$ cat config.mk
export PLATFORM = sky130hd
export DESIGN_NAME = tone_seq_gen
export DESIGN_NICKNAME = d
export VERILOG_FILES = /design/src/rtl/tone_pkg.sv /design/src/rtl/tone_tick_div.sv /design/src/rtl/tone_seq_gen.sv
export SDC_FILE = /design/constraint.sdc
export NUM_CORES = 1
export LEC_CHECK = 0
export CAP_MARGIN = 20
export CORE_MARGIN = 8
export CORE_UTILIZATION = 60
export DETAILED_ROUTE_END_ITERATION = 16
export GPL_TIMING_DRIVEN = 0
export PLACE_DENSITY_LB_ADDON = 0.15
export SYNTH_ARGS = -nofsm -noshare
export SYNTH_HDL_FRONTEND = slang
export SYNTH_SLANG_ARGS = --single-unit
$ cat constraint.sdc
create_clock -name clk_1M -period 4.78 [get_ports clk_1M]
set_clock_uncertainty 0.15 [all_clocks]
set_input_delay 0.478 -clock clk_1M [delete_from_list [all_inputs] [get_ports clk_1M]]
set_output_delay 0.478 -clock clk_1M [all_outputs]
set_load 0.05 [all_outputs]
$ cat src/rtl/tone_pkg.sv
// Shared types and default constants for the tone sequencer.
package tone_pkg;

    localparam int DIV_W_DEF    = 12;
    localparam int DUR_W_DEF    = 16;
    localparam int TICK_DIV_DEF = 1000;
    localparam int GAP_MS_DEF   = 20;

    typedef enum logic [1:0] {
        IDLE = 2'd0,
        PLAY = 2'd1,
        GAP  = 2'd2
    } tone_state_e;

    typedef struct packed {
        logic [DIV_W_DEF-1:0] half_period;
        logic [DUR_W_DEF-1:0] dur;
    } note_t;

endpackage

$ cat src/rtl/tone_tick_div.sv
// Duration prescaler: counts run cycles and emits a one-cycle tick every TICK_DIV of them.
module tone_tick_div #(
    parameter int TICK_DIV = 1000
) (
    input  logic clk_1M,
    input  logic rst_n,
    input  logic run,
    input  logic clear,
    output logic tick
);

    localparam int            CW   = (TICK_DIV > 1) ? $clog2(TICK_DIV) : 1;
    localparam logic [CW-1:0] LAST = CW'(TICK_DIV - 1);

    logic [CW-1:0] cnt_q, cnt_d;

    // tick is independent of clear so a terminal tick can still end the GAP phase
    always_comb begin
        cnt_d = cnt_q;
        tick  = run && (cnt_q == LAST);
        if (clear) begin
            cnt_d = '0;
        end else if (run) begin
            cnt_d = (cnt_q == LAST) ? '0 : cnt_q + 1'b1;
        end
    end

    always_ff @(posedge clk_1M or negedge rst_n) begin
        if (!rst_n) begin
            cnt_q <= '0;
        end else begin
            cnt_q <= cnt_d;
        end
    end

endmodule

$ cat src/rtl/tone_seq_gen.sv
// Note-stream square-wave buzzer driver. Optional silent gap after each note: TONE_GAP_EN.
//   state | meaning
//   IDLE  | waiting for a note (note_ready high)
//   PLAY  | toggling beep_out every hp_r+1 enabled cycles for dur_r ticks
//   GAP   | silent pause of GAP_MS ticks after a note
module tone_seq_gen
    import tone_pkg::*;
#(
    parameter int DIV_W    = DIV_W_DEF,
    parameter int DUR_W    = DUR_W_DEF,
    parameter int TICK_DIV = TICK_DIV_DEF,
    parameter int GAP_MS   = GAP_MS_DEF
) (
    input  logic             clk_1M,
    input  logic             rst_n,
    input  logic             enable,
    input  logic             note_valid,
    output logic             note_ready,
    input  logic [DIV_W-1:0] note_half_period,
    input  logic [DUR_W-1:0] note_dur,
    output logic             beep_out,
    output logic             busy,
    output logic             note_done
);

`ifdef TONE_GAP_EN
    localparam bit GAP_EN = 1'b1;
`else
    localparam bit GAP_EN = 1'b0;
`endif
    localparam logic [DUR_W-1:0] GAP_LAST = (GAP_MS > 0) ? DUR_W'(GAP_MS - 1) : '0;

    tone_state_e      state_q, state_d;
    logic [DIV_W-1:0] hp_q, hp_d;
    logic [DUR_W-1:0] dur_r_q, dur_r_d;
    logic [DIV_W-1:0] div_cnt_q, div_cnt_d;
    logic [DUR_W-1:0] dur_cnt_q, dur_cnt_d;
    logic             phase_q, phase_d;
    logic             rdy_en_q, rdy_en_d;

    logic tick, tick_clear, tick_run;
    logic xfer, play_end, gap_end;

    tone_tick_div #(.TICK_DIV(TICK_DIV)) u_tick (
        .clk_1M (clk_1M),
        .rst_n  (rst_n),
        .run    (tick_run),
        .clear  (tick_clear),
        .tick   (tick)
    );

    assign note_ready = (state_q == IDLE) && rdy_en_q;
    assign busy       = (state_q != IDLE);
    assign tick_run   = enable && (state_q != IDLE);
    assign xfer       = note_valid && note_ready;
    assign play_end   = (state_q == PLAY) && enable && (dur_cnt_q == dur_r_q);
    assign gap_end    = (GAP_MS == 0) || (tick && (dur_cnt_q == GAP_LAST));
    // Phase is held through a pause and only gated at the pin.
    assign beep_out   = (state_q == PLAY) && enable && phase_q && !play_end;
    assign rdy_en_d   = 1'b1;

    always_comb begin
        state_d    = state_q;
        hp_d       = hp_q;
        dur_r_d    = dur_r_q;
        div_cnt_d  = div_cnt_q;
        dur_cnt_d  = dur_cnt_q;
        phase_d    = phase_q;
        note_done  = 1'b0;
        tick_clear = 1'b0;
        case (state_q)
            IDLE: begin
                tick_clear = 1'b1;
                if (xfer) begin
                    state_d   = PLAY;
                    hp_d      = note_half_period;
                    dur_r_d   = note_dur;
                    div_cnt_d = '0;
                    dur_cnt_d = '0;
                    phase_d   = 1'b0;
                end
            end
            PLAY: begin
                if (play_end) begin
                    note_done  = 1'b1;
                    tick_clear = 1'b1;
                    div_cnt_d  = '0;
                    dur_cnt_d  = '0;
                    phase_d    = 1'b0;
                    state_d    = GAP_EN ? GAP : IDLE;
                end else if (enable) begin
                    if (tick) begin
                        dur_cnt_d = dur_cnt_q + 1'b1;
                    end
                    if (div_cnt_q == hp_q) begin
                        div_cnt_d = '0;
                        if (hp_q != '0) begin
                            phase_d = ~phase_q;
                        end
                    end else begin
                        div_cnt_d = div_cnt_q + 1'b1;
                    end
                end
            end
            GAP: begin
                if (enable && gap_end) begin
                    state_d    = IDLE;
                    dur_cnt_d  = '0;
                    tick_clear = 1'b1;
                end else if (tick) begin
                    dur_cnt_d = dur_cnt_q + 1'b1;
                end
            end
            default: begin
                state_d = IDLE;
            end
        endcase
    end

    always_ff @(posedge clk_1M or negedge rst_n) begin
        if (!rst_n) begin
            state_q   <= IDLE;
            hp_q      <= '0;
            dur_r_q   <= '0;
            div_cnt_q <= '0;
            dur_cnt_q <= '0;
            phase_q   <= 1'b0;
            rdy_en_q  <= 1'b0;
        end else begin
            state_q   <= state_d;
            hp_q      <= hp_d;
            dur_r_q   <= dur_r_d;
            div_cnt_q <= div_cnt_d;
            dur_cnt_q <= dur_cnt_d;
            phase_q   <= phase_d;
            rdy_en_q  <= rdy_en_d;
        end
    end

endmodule

# After elaboration in Yosys (flattened, before gate mapping)

Index checks and enable logic that the tools add are counted.

Memories: 0
Logic and storage cells: 74
ROM bits: 0
RAM bits: 0
Latch bits: 0
Register bits: 70
Input port bits: 32

Divide/modulo/power cells: 0
$mul: 0
Bitwise logic cells: 1
Shifts and indexed selects: 0
Multiplexer cells: 28
Equality and inequality tests: 12
Reductions and logical operators: 22
Add/subtract/negate cells: 3
Magnitude comparators: 0

Operators by type and width:

| kind                                                                    | count |
|---|---|
| 16-bit 2-to-1 mux                                                       | 5 |
| 12-bit 2-to-1 mux                                                       | 4 |
| 16-bit case mux with 3 select lines                                     | 1 |
| 10-bit 2-to-1 mux                                                       | 3 |
| 12-bit case mux with 2 select lines                                     | 1 |
| 16-bit by 1-bit adder with 16-bit output, second input constant         | 1 |
| 16-bit == test                                                          | 1 |
| 16-bit by 5-bit == test with 1-bit output, second input constant        | 1 |
| 12-bit by 1-bit adder with 12-bit output, second input constant         | 1 |
| 12-bit == test                                                          | 1 |
| 12-bit nonzero test                                                     | 1 |
| 10-bit by 1-bit adder with 10-bit output, second input constant         | 1 |
| 10-bit == test, second input constant                                   | 1 |
| 1-bit logical AND                                                       | 10 |
| 3-bit AND reduction                                                     | 3 |
| 1-bit 2-to-1 mux                                                        | 8 |
| 2-bit 2-to-1 mux                                                        | 3 |
| 2-bit inequality test, second input constant                            | 3 |
| 3-bit by 2-bit inequality test with 1-bit output, second input constant | 2 |
| 2-bit case mux with 3 select lines                                      | 1 |
| 2-bit nonzero test                                                      | 3 |
| 5-bit AND reduction                                                     | 1 |
| 3-bit inequality test, second input constant                            | 1 |
| 1-bit case mux with 3 select lines                                      | 1 |
| other kinds (8)                                                         | 8 |

# Depth between registers and ports, before layout

Gate-level depths: netlist of the first run.

Word-level depth: 8
Depth in mapped cells: 9
Depth with buffers taken out: 7

# By module

From an unflattened synthesis of the first run, not the netlist that was laid out.

Cell total of the unflattened synthesis: 343
Area, all modules: 3,574.7 um2

Modules (own cells, without submodules):

| module        | area each (um2) | instances | seq. area each (um2) | cells each |
|---|---|---|---|---|
| tone_seq_gen  | 3,005.4         | 1         | 1,476.4              | 282 |
| tone_tick_div | 569.3           | 1         | 250.2                | 61 |

# Worst setup path after synthesis of the first run

OpenSTA, ideal clock, no wires.

Path type: reg-to-output
Start: register state_q[0]
End: output port beep_out
Slack: 1.534 ns
Data arrival time: 2.618 ns
Stages on the path, launching flop included: 6
Cell sequence: dfrtp_1 -> nand2_1 -> nor2_1 -> and2_1 -> clkbuf_1 -> nor3_1

Cells in the longest elaborated chain, start to end: 5

Ends and longest elaborated chain:

| item                                       | line                                   | source |
|---|---|---|
| start, declared                            | tone_seq_gen.sv:33                     | `tone_state_e state_q, state_d;` |
| start signal, assigned                     | tone_seq_gen.sv:130                    | `state_q <= state_d;` |
| 2-bit by 1-bit == test with 1-bit output * | tone_seq_gen.sv:56, tone_seq_gen.sv:59 |  |
| 1-bit logical AND *                        | tone_seq_gen.sv:56, tone_seq_gen.sv:59 |  |
| 1-bit logical AND                          | tone_seq_gen.sv:56                     | `assign play_end = (state_q == PLAY) && enable && (dur_cnt_q == dur_r_q);` |
| 1-bit logical NOT                          | tone_seq_gen.sv:59                     | `assign beep_out = (state_q == PLAY) && enable && phase_q && !play_end;` |
| 1-bit logical AND *                        | tone_seq_gen.sv:59                     |  |
| end, declared                              | tone_seq_gen.sv:21                     | `output logic beep_out,` |

Mark *: on every way between the ends. The rest lies on a longest branch, timed or not.

# Final worst setup path of the first run

Start: register dur_cnt_q[5]
End: output port note_done

Cells in the longest elaborated chain, start to end: 4

Ends and longest elaborated chain:

| item                   | line                | source |
|---|---|---|
| start, declared        | tone_seq_gen.sv:37  | `logic [DUR_W-1:0] dur_cnt_q, dur_cnt_d;` |
| start signal, assigned | tone_seq_gen.sv:134 | `dur_cnt_q <= dur_cnt_d;` |
| 16-bit == test         | tone_seq_gen.sv:56  |  |
| 1-bit logical AND      | tone_seq_gen.sv:56  |  |
| 1-bit 2-to-1 mux       | tone_seq_gen.sv:84  | `if (play_end) begin` |
| 1-bit 2-to-1 mux       | tone_seq_gen.sv:71  | `case (state_q)` |
| end, declared          | tone_seq_gen.sv:23  | `output logic note_done` |

Every way passes these cells.

==> results of run 1 <==
-- state kept, by name (all words and copies together) (netlist names) --
signal	cells
phase_q	1
hp_q	12
rdy_en_q	1
state_q	1
div_cnt_q	12
u_tick.cnt_q	10
dur_cnt_q	16
dur_r_q	16
-- synthesized netlist by cell type --
| master | count | area (µm²) |
|---|---|---|
| nor4b_1 | 1 | 8.76 |
| and2_1 | 3 | 18.8 |
| mux2_2 | 28 | 315 |
| nor2_1 | 23 | 86.3 |
| a21o_1 | 4 | 30.0 |
| a31oi_1 | 1 | 6.26 |
| and3_1 | 3 | 18.8 |
| xor2_1 | 25 | 219 |
| nor3b_1 | 1 | 7.51 |
| or4_1 | 1 | 7.51 |
| or4_4 | 1 | 11.3 |
| a22o_1 | 2 | 17.5 |
| nand3b_1 | 2 | 15.0 |
| buf_1 | 3 | 11.3 |
| o22ai_1 | 1 | 6.26 |
| ha_1 | 3 | 37.5 |
| nand3_1 | 18 | 90.1 |
| a21oi_1 | 16 | 80.1 |
| clkbuf_1 | 8 | 30.0 |
| o21ai_0 | 3 | 15.0 |
| o21ai_1 | 1 | 5.00 |
| nor3_4 | 2 | 32.5 |
| dfrtp_1 | 69 | 1730 |
| or3_1 | 4 | 25.0 |
| nor2b_1 | 2 | 12.5 |
| and4_1 | 2 | 17.5 |
| nand2_1 | 24 | 90.1 |
| a21boi_0 | 3 | 22.5 |
| mux2i_1 | 10 | 100 |
| o21a_1 | 1 | 7.51 |
| nor4_1 | 9 | 56.3 |
| nand2b_1 | 2 | 12.5 |
| xnor2_1 | 21 | 184 |
| a31o_2 | 1 | 8.76 |
| inv_1 | 8 | 30.0 |
| nor3_1 | 5 | 25.0 |
| conb_1 | 1 | 3.75 |
| nand4_1 | 14 | 87.6 |
| buf_2 | 1 | 5.00 |
-- cell type report --
type	instances	area, µm²	area share
inverters	8	30.0	0.00727
flip-flops and latches	69	1730	0.418
well taps	72	90.1	0.0218
clock inverters	5	75.1	0.0182
clock buffers	11	131	0.0318
multi-input cells	238	1680	0.407
repair buffers	35	348	0.0842
plain buffers	12	46.3	0.0112
-- kinds of logic after synthesis --
logic type	after synthesis	synth area share
AOI/OAI and AO/OA	33	0.0571
xor gates and xnor gates	46	0.116
adders and majority gates	3	0.0108
buffers and inverters	20	0.0219
DFF	69	0.496
muxes	38	0.119
other	1	0.00108
and+or+nand+nor	117	0.179
-- where the power goes --
| part | total, mW | internal (mW) | leakage (nW) | switching (mW) |
|---|---|---|---|---|
| clock | 0.506 | 0.292 | 0.107 | 0.214 |
| sequential | 0.871 | 0.731 | 0.888 | 0.140 |
| combinational | 0.430 | 0.234 | 0.763 | 0.196 |
-- through the flow --
stage | utilization | cell area, µm²
after floorplan | - | 3480
after global placement | 0.704 | 3930
after detailed placement | 0.704 | 3920
after CTS | 0.741 | 4130
after global routing | 0.741 | 4130
final | 0.741 | 4130
-- critical path: stages (launching register included) --
cell and delay, ns:
dfrtp_1 0.32, clkbuf_1 0.27, xnor2_1 0.16, nand3_1 0.09
nor4_1 0.43, and2_1 0.19, clkbuf_1 0.36, clkdlybuf4s50_1 0.89
-- routing by layer --
layer  global-route usage  vias up  wire, µm
li1                     -     1245         -
met1                0.216     1266      3200
met2                0.294       71      3450
met3               0.0546       15       441
met4               0.0886        0       130
met5                    0        -         0
-- worst max path at each step --
stage	from	to	slack, ns
after floorplan	state_q[0]	beep_out	1.53
after global placement	rst_n	u_tick.cnt_q[7]	0.76
after detailed placement	enable	note_done	1.30
after CTS	dur_cnt_q[1]	note_done	1.08
after global routing	dur_cnt_q[5]	note_done	0.87
final	dur_cnt_q[5]	note_done	1.09
==> run metrics, run 1 <==
status finished, final reports clean; first-pass GRT wire length 12.6 mm; Die ar. 8500 µm²; synthesized area per cell 10.7 µm²; power consumption 1.81 mW; antenna violations before repair 0; Slew HR 0.428; pre-CTS setup slack 1.30 ns; worst path arrival time 3.06 ns; Clock Pin Slew Worst Setup and Hold Paths 0.07 ns; RR Startpoint dur_cnt_q[5]; final setup violation count 0; fin. max-slew vios 0; Rows 27; pin count of the biggest net entering global routing 70; final hold slack 0.0947 ns; die height 92.2 µm; Clock Sinks 69; synthesized area 3480 µm²; layout overhead on the synthesized area 18.5%; fill count 410; cell depth of the worst flop-to-flop path 9; # Post-CTS Setup Buffers 0; syn nets 362; CP Capture Type output port; diodes inserted 0; total CTS buffers 9; PD cells 438 nW/µm²; GP Congestion 0.866; Via density 5.77; Port-buffer cells 35; post-route ant nets 0; setup_tns 0 ns; placed instance count 434; Die W 92.2 µm; Critical Path Start Type flip-flop; DR WL/cell 16.0 µm; post-layout min period 3.69 ns; hold-fix buffers at CTS 0; CORE AREA 5570 µm²; commonest cells after routing, fill and taps aside 69 x dfrtp_1, 34 x clkdlybuf4s50_1, 28 x mux2_2, 25 x xor2_1, 24 x nand2_1; final non-filler cell total 450; fin crit share 0.772; synthesized flop and latch total 69; drt total wl 7.22 mm; static leakage 1.76 nW; drt first-iter violations 146; IO Pins 36; grt ovf 0; layout cells sized above 1 0.127; r2r endpoint dur_cnt_q[4]; number of detailed-route iterations in the first pass 4; commonest non-fill, non-tap cell in the layout dfrtp_1; initial core utilization 0.625; Min-Delay Path Class in -> async; RSZ-0062 raised after global routing no; Nets 408; sequential-to-total area share from yosys stat 0.496; max-cap violation count 0; peak supply drop 0.278 mV; Fmax 271 MHz; CP required 4.15 ns; crit-path max FO 9; setup slack, reg-to-reg 2.23 ns; Slew @ Worst Pin 0.850 ns; Total GRT Usage 0.182; final worst slack 1.09 ns; vias in the first global route 2,683; DRC errors left 0; Hold Vio Cnt, Final 0; Post-CTS Resized 0; dpl hpwl 5.10 mm; Distinct cells, synth 39; Synth Instances 327; H-tree depth 3; CTS tree done; Synth Warn # 0; Root Driver clkbuf_8; worst-skew pair later-pin latency 0.34 ns; clock buffer depth 2; via count 2,597; WS Path Type reg -> out
Note: power is estimated with default switching activity, not from simulation.
==> inputs of run 2 (changes only) <==
Settings changed: CORE_UTILIZATION 60 to 51.
Clock period 4.78 ns to 3.1 ns, I/O delays scaled along.
==> run metrics, run 2 (synthesized netlist as in run 1, its figures left out) <==
first-pass GRT wire length 11.9 mm (-5.6%); Port-buffer cells 35 (unchanged); commonest non-fill, non-tap cell in the layout dfrtp_1; CTS tree done; Clock Sinks 69 (unchanged); Die ar. 9730 µm² (+14%); via count 2,536 (-2.3%); Root Driver clkbuf_8; Hold Vio Cnt, Final 0 (unchanged); final setup violation count 0 (unchanged); diodes inserted 0 (unchanged); dpl hpwl 5.02 mm (-1.5%); antenna violations before repair 0 (unchanged); Nets 408 (unchanged); WS Path Type reg -> out; status finished, final reports clean; commonest cells after routing, fill and taps aside 69 x dfrtp_1, 32 x clkdlybuf4s50_1, 28 x mux2_2, 25 x xor2_1, 24 x nand2_1; Slowest cell on crit path dfrtp_1; Top Registers dur_cnt_q: 16 flops, dur_r_q: 16 flops; post-layout min period 2.91 ns; Fmax 343 MHz; final non-filler cell total 458 (+1.8%); peak supply drop 0.374 mV (+35%); static leakage 1.75 nW (-0.35%); Die W 98.7 µm (+7.0%); vias in the first global route 2,563 (-4.5%); drt total wl 7.11 mm (-1.6%); layout cells sized above 1 0.138 (+0.0106); cells along the critical path xnor2_1 > nand4_1 > nor4_2 > and2_2 > nor3_1 > dlygate4sd2_1; CP Capture Type output port; post-route ant nets 0 (unchanged); critical path's largest stage delay 0.44 ns (-0.45 ns); Critical Path Start Type flip-flop; DR WL/cell 15.5 µm (-3.3%); placed instance count 442 (+1.8%); RSZ-0062 raised after global routing no; final core utilization 0.616 (-0.125); layout overhead on the synthesized area 18.7%; number of detailed-route iterations in the first pass 4 (unchanged); drt first-iter violations 121 (-17%); Min-Delay Path Class reg -> reg; IO Pins 36 (unchanged); total CTS buffers 9 (unchanged); CP required 2.64 ns (-1.51 ns); max-cap violation count 0 (unchanged); Slew @ Worst Pin 0.904 ns (+0.0538 ns); CORE AREA 6720 µm² (+21%); PD cells 653 nW/µm² (+49%); fin crit share 0.940; power consumption 2.70 mW (+50%); initial core utilization 0.519 (-0.107); clock buffer depth 2 (unchanged); Slew HR 0.392 (-0.0362); pin count of the biggest net entering global routing 70 (unchanged); fill count 561 (+37%); GP Congestion 0.840 (-3.0%); crit-path max FO 9 (unchanged); worst-skew pair later-pin latency 0.36 ns (+0.02 ns); DRC errors left 0 (unchanged); worst path arrival time 2.45 ns (-0.61 ns); grt ovf 0 (unchanged); fin. max-slew vios 0 (unchanged); Via density 5.54 (-4.1%); Rows 30 (+11%); die height 98.7 µm (+7.0%); Clock Pin Slew Worst Setup and Hold Paths 0.08 ns (about the same); Total GRT Usage 0.152 (-0.0302); H-tree depth 3 (unchanged)
run 2: cell types whose count changed in the layout (fill, tap and decap cells not counted), sizes merged:
cell	before	now
clkinvlp	0	2
clkdlybuf4s50	34	32
clkbuf	19	17
bufinv	2	1
dlygate4sd3	0	1
dlygate4sd2	0	1
clkdlybuf4s15	0	1
run 2: report_power, final:
| part | switching [mW] | leakage (nW) | internal, mW |
|---|---|---|---|
| clock network | 0.344 | 0.0923 | 0.370 |
| logic | 0.294 | 0.772 | 0.361 |
| registers | 0.208 | 0.888 | 1.13 |
| total | 0.846 | 1.75 | 1.86 |
run 2: layout make-up:
type / instances / area, µm² / share of cell area
clock inverter: 6 / 63.8 / 0.0154
timing repair buffer: 36 / 358 / 0.0865
inverter: 8 / 30.0 / 0.00726
sequential: 69 / 1730 / 0.417
buffer: 11 / 42.5 / 0.0103
clock buffer: 10 / 128 / 0.0308
multi-input combinational: 238 / 1690 / 0.408
tap: 80 / 100 / 0.0242
run 2: worst paths after layout:
| check | cells past startpoint | slack [ns] | start | to |
|---|---|---|---|---|
| max reg2reg | 7 | 0.57 | u_tick.cnt_q[0] | dur_cnt_q[15] |
| min in group asynchronous | 2 | 0.45 | rst_n | dur_r_q[10] |
| max in group asynchronous | 2 | 1.79 | rst_n | hp_q[3] |
| min | 1 | 0.35 | dur_cnt_q[15] | dur_cnt_q[15] |
| min reg2reg | 1 | 0.35 | dur_cnt_q[15] | dur_cnt_q[15] |
| max | 6 | 0.19 | dur_cnt_q[1] | beep_out |
run 2: critical path: cells and delay by family (launching register included):
kind / cells / cell delay (ns)
simple gates: 4 / 1.00
flops: 1 / 0.44
buf+inv: 1 / 0.44
xor+xnor: 1 / 0.21
run 2: through the flow:
stage / hold WS (ns) / instance area (µm²) / setup TNS, ns / setup WS (ns)
global route: 0.378 / 4140 / 0 / 0.0320
global placement: 0.333 / 3940 / -53.54 / -0.776
floorplan: -0.136 / 3480 / 0 / 0.0220
finish: 0.354 / 4140 / 0 / 0.187
detailed placement: 0.329 / 3930 / -0.231 / -0.130
CTS: 0.364 / 4140 / 0 / 0.0688
run 2: per-layer routing:
metal	routed length (µm)	up-vias	track usage	share of wire
li1	-	1238	-	-
met1	3180	1214	0.187	0.45
met3	426	12	0.0409	0.060
met5	0	-	0	0
met4	95	0	0.0697	0.013
met2	3410	72	0.243	0.48
run 2: timing repair:
item                       CTS  global route
setup endpoints to repair    2             1
setup buffers                0             0
resized for setup            5             1
hold endpoints to repair    69             0
hold buffers                 1             0
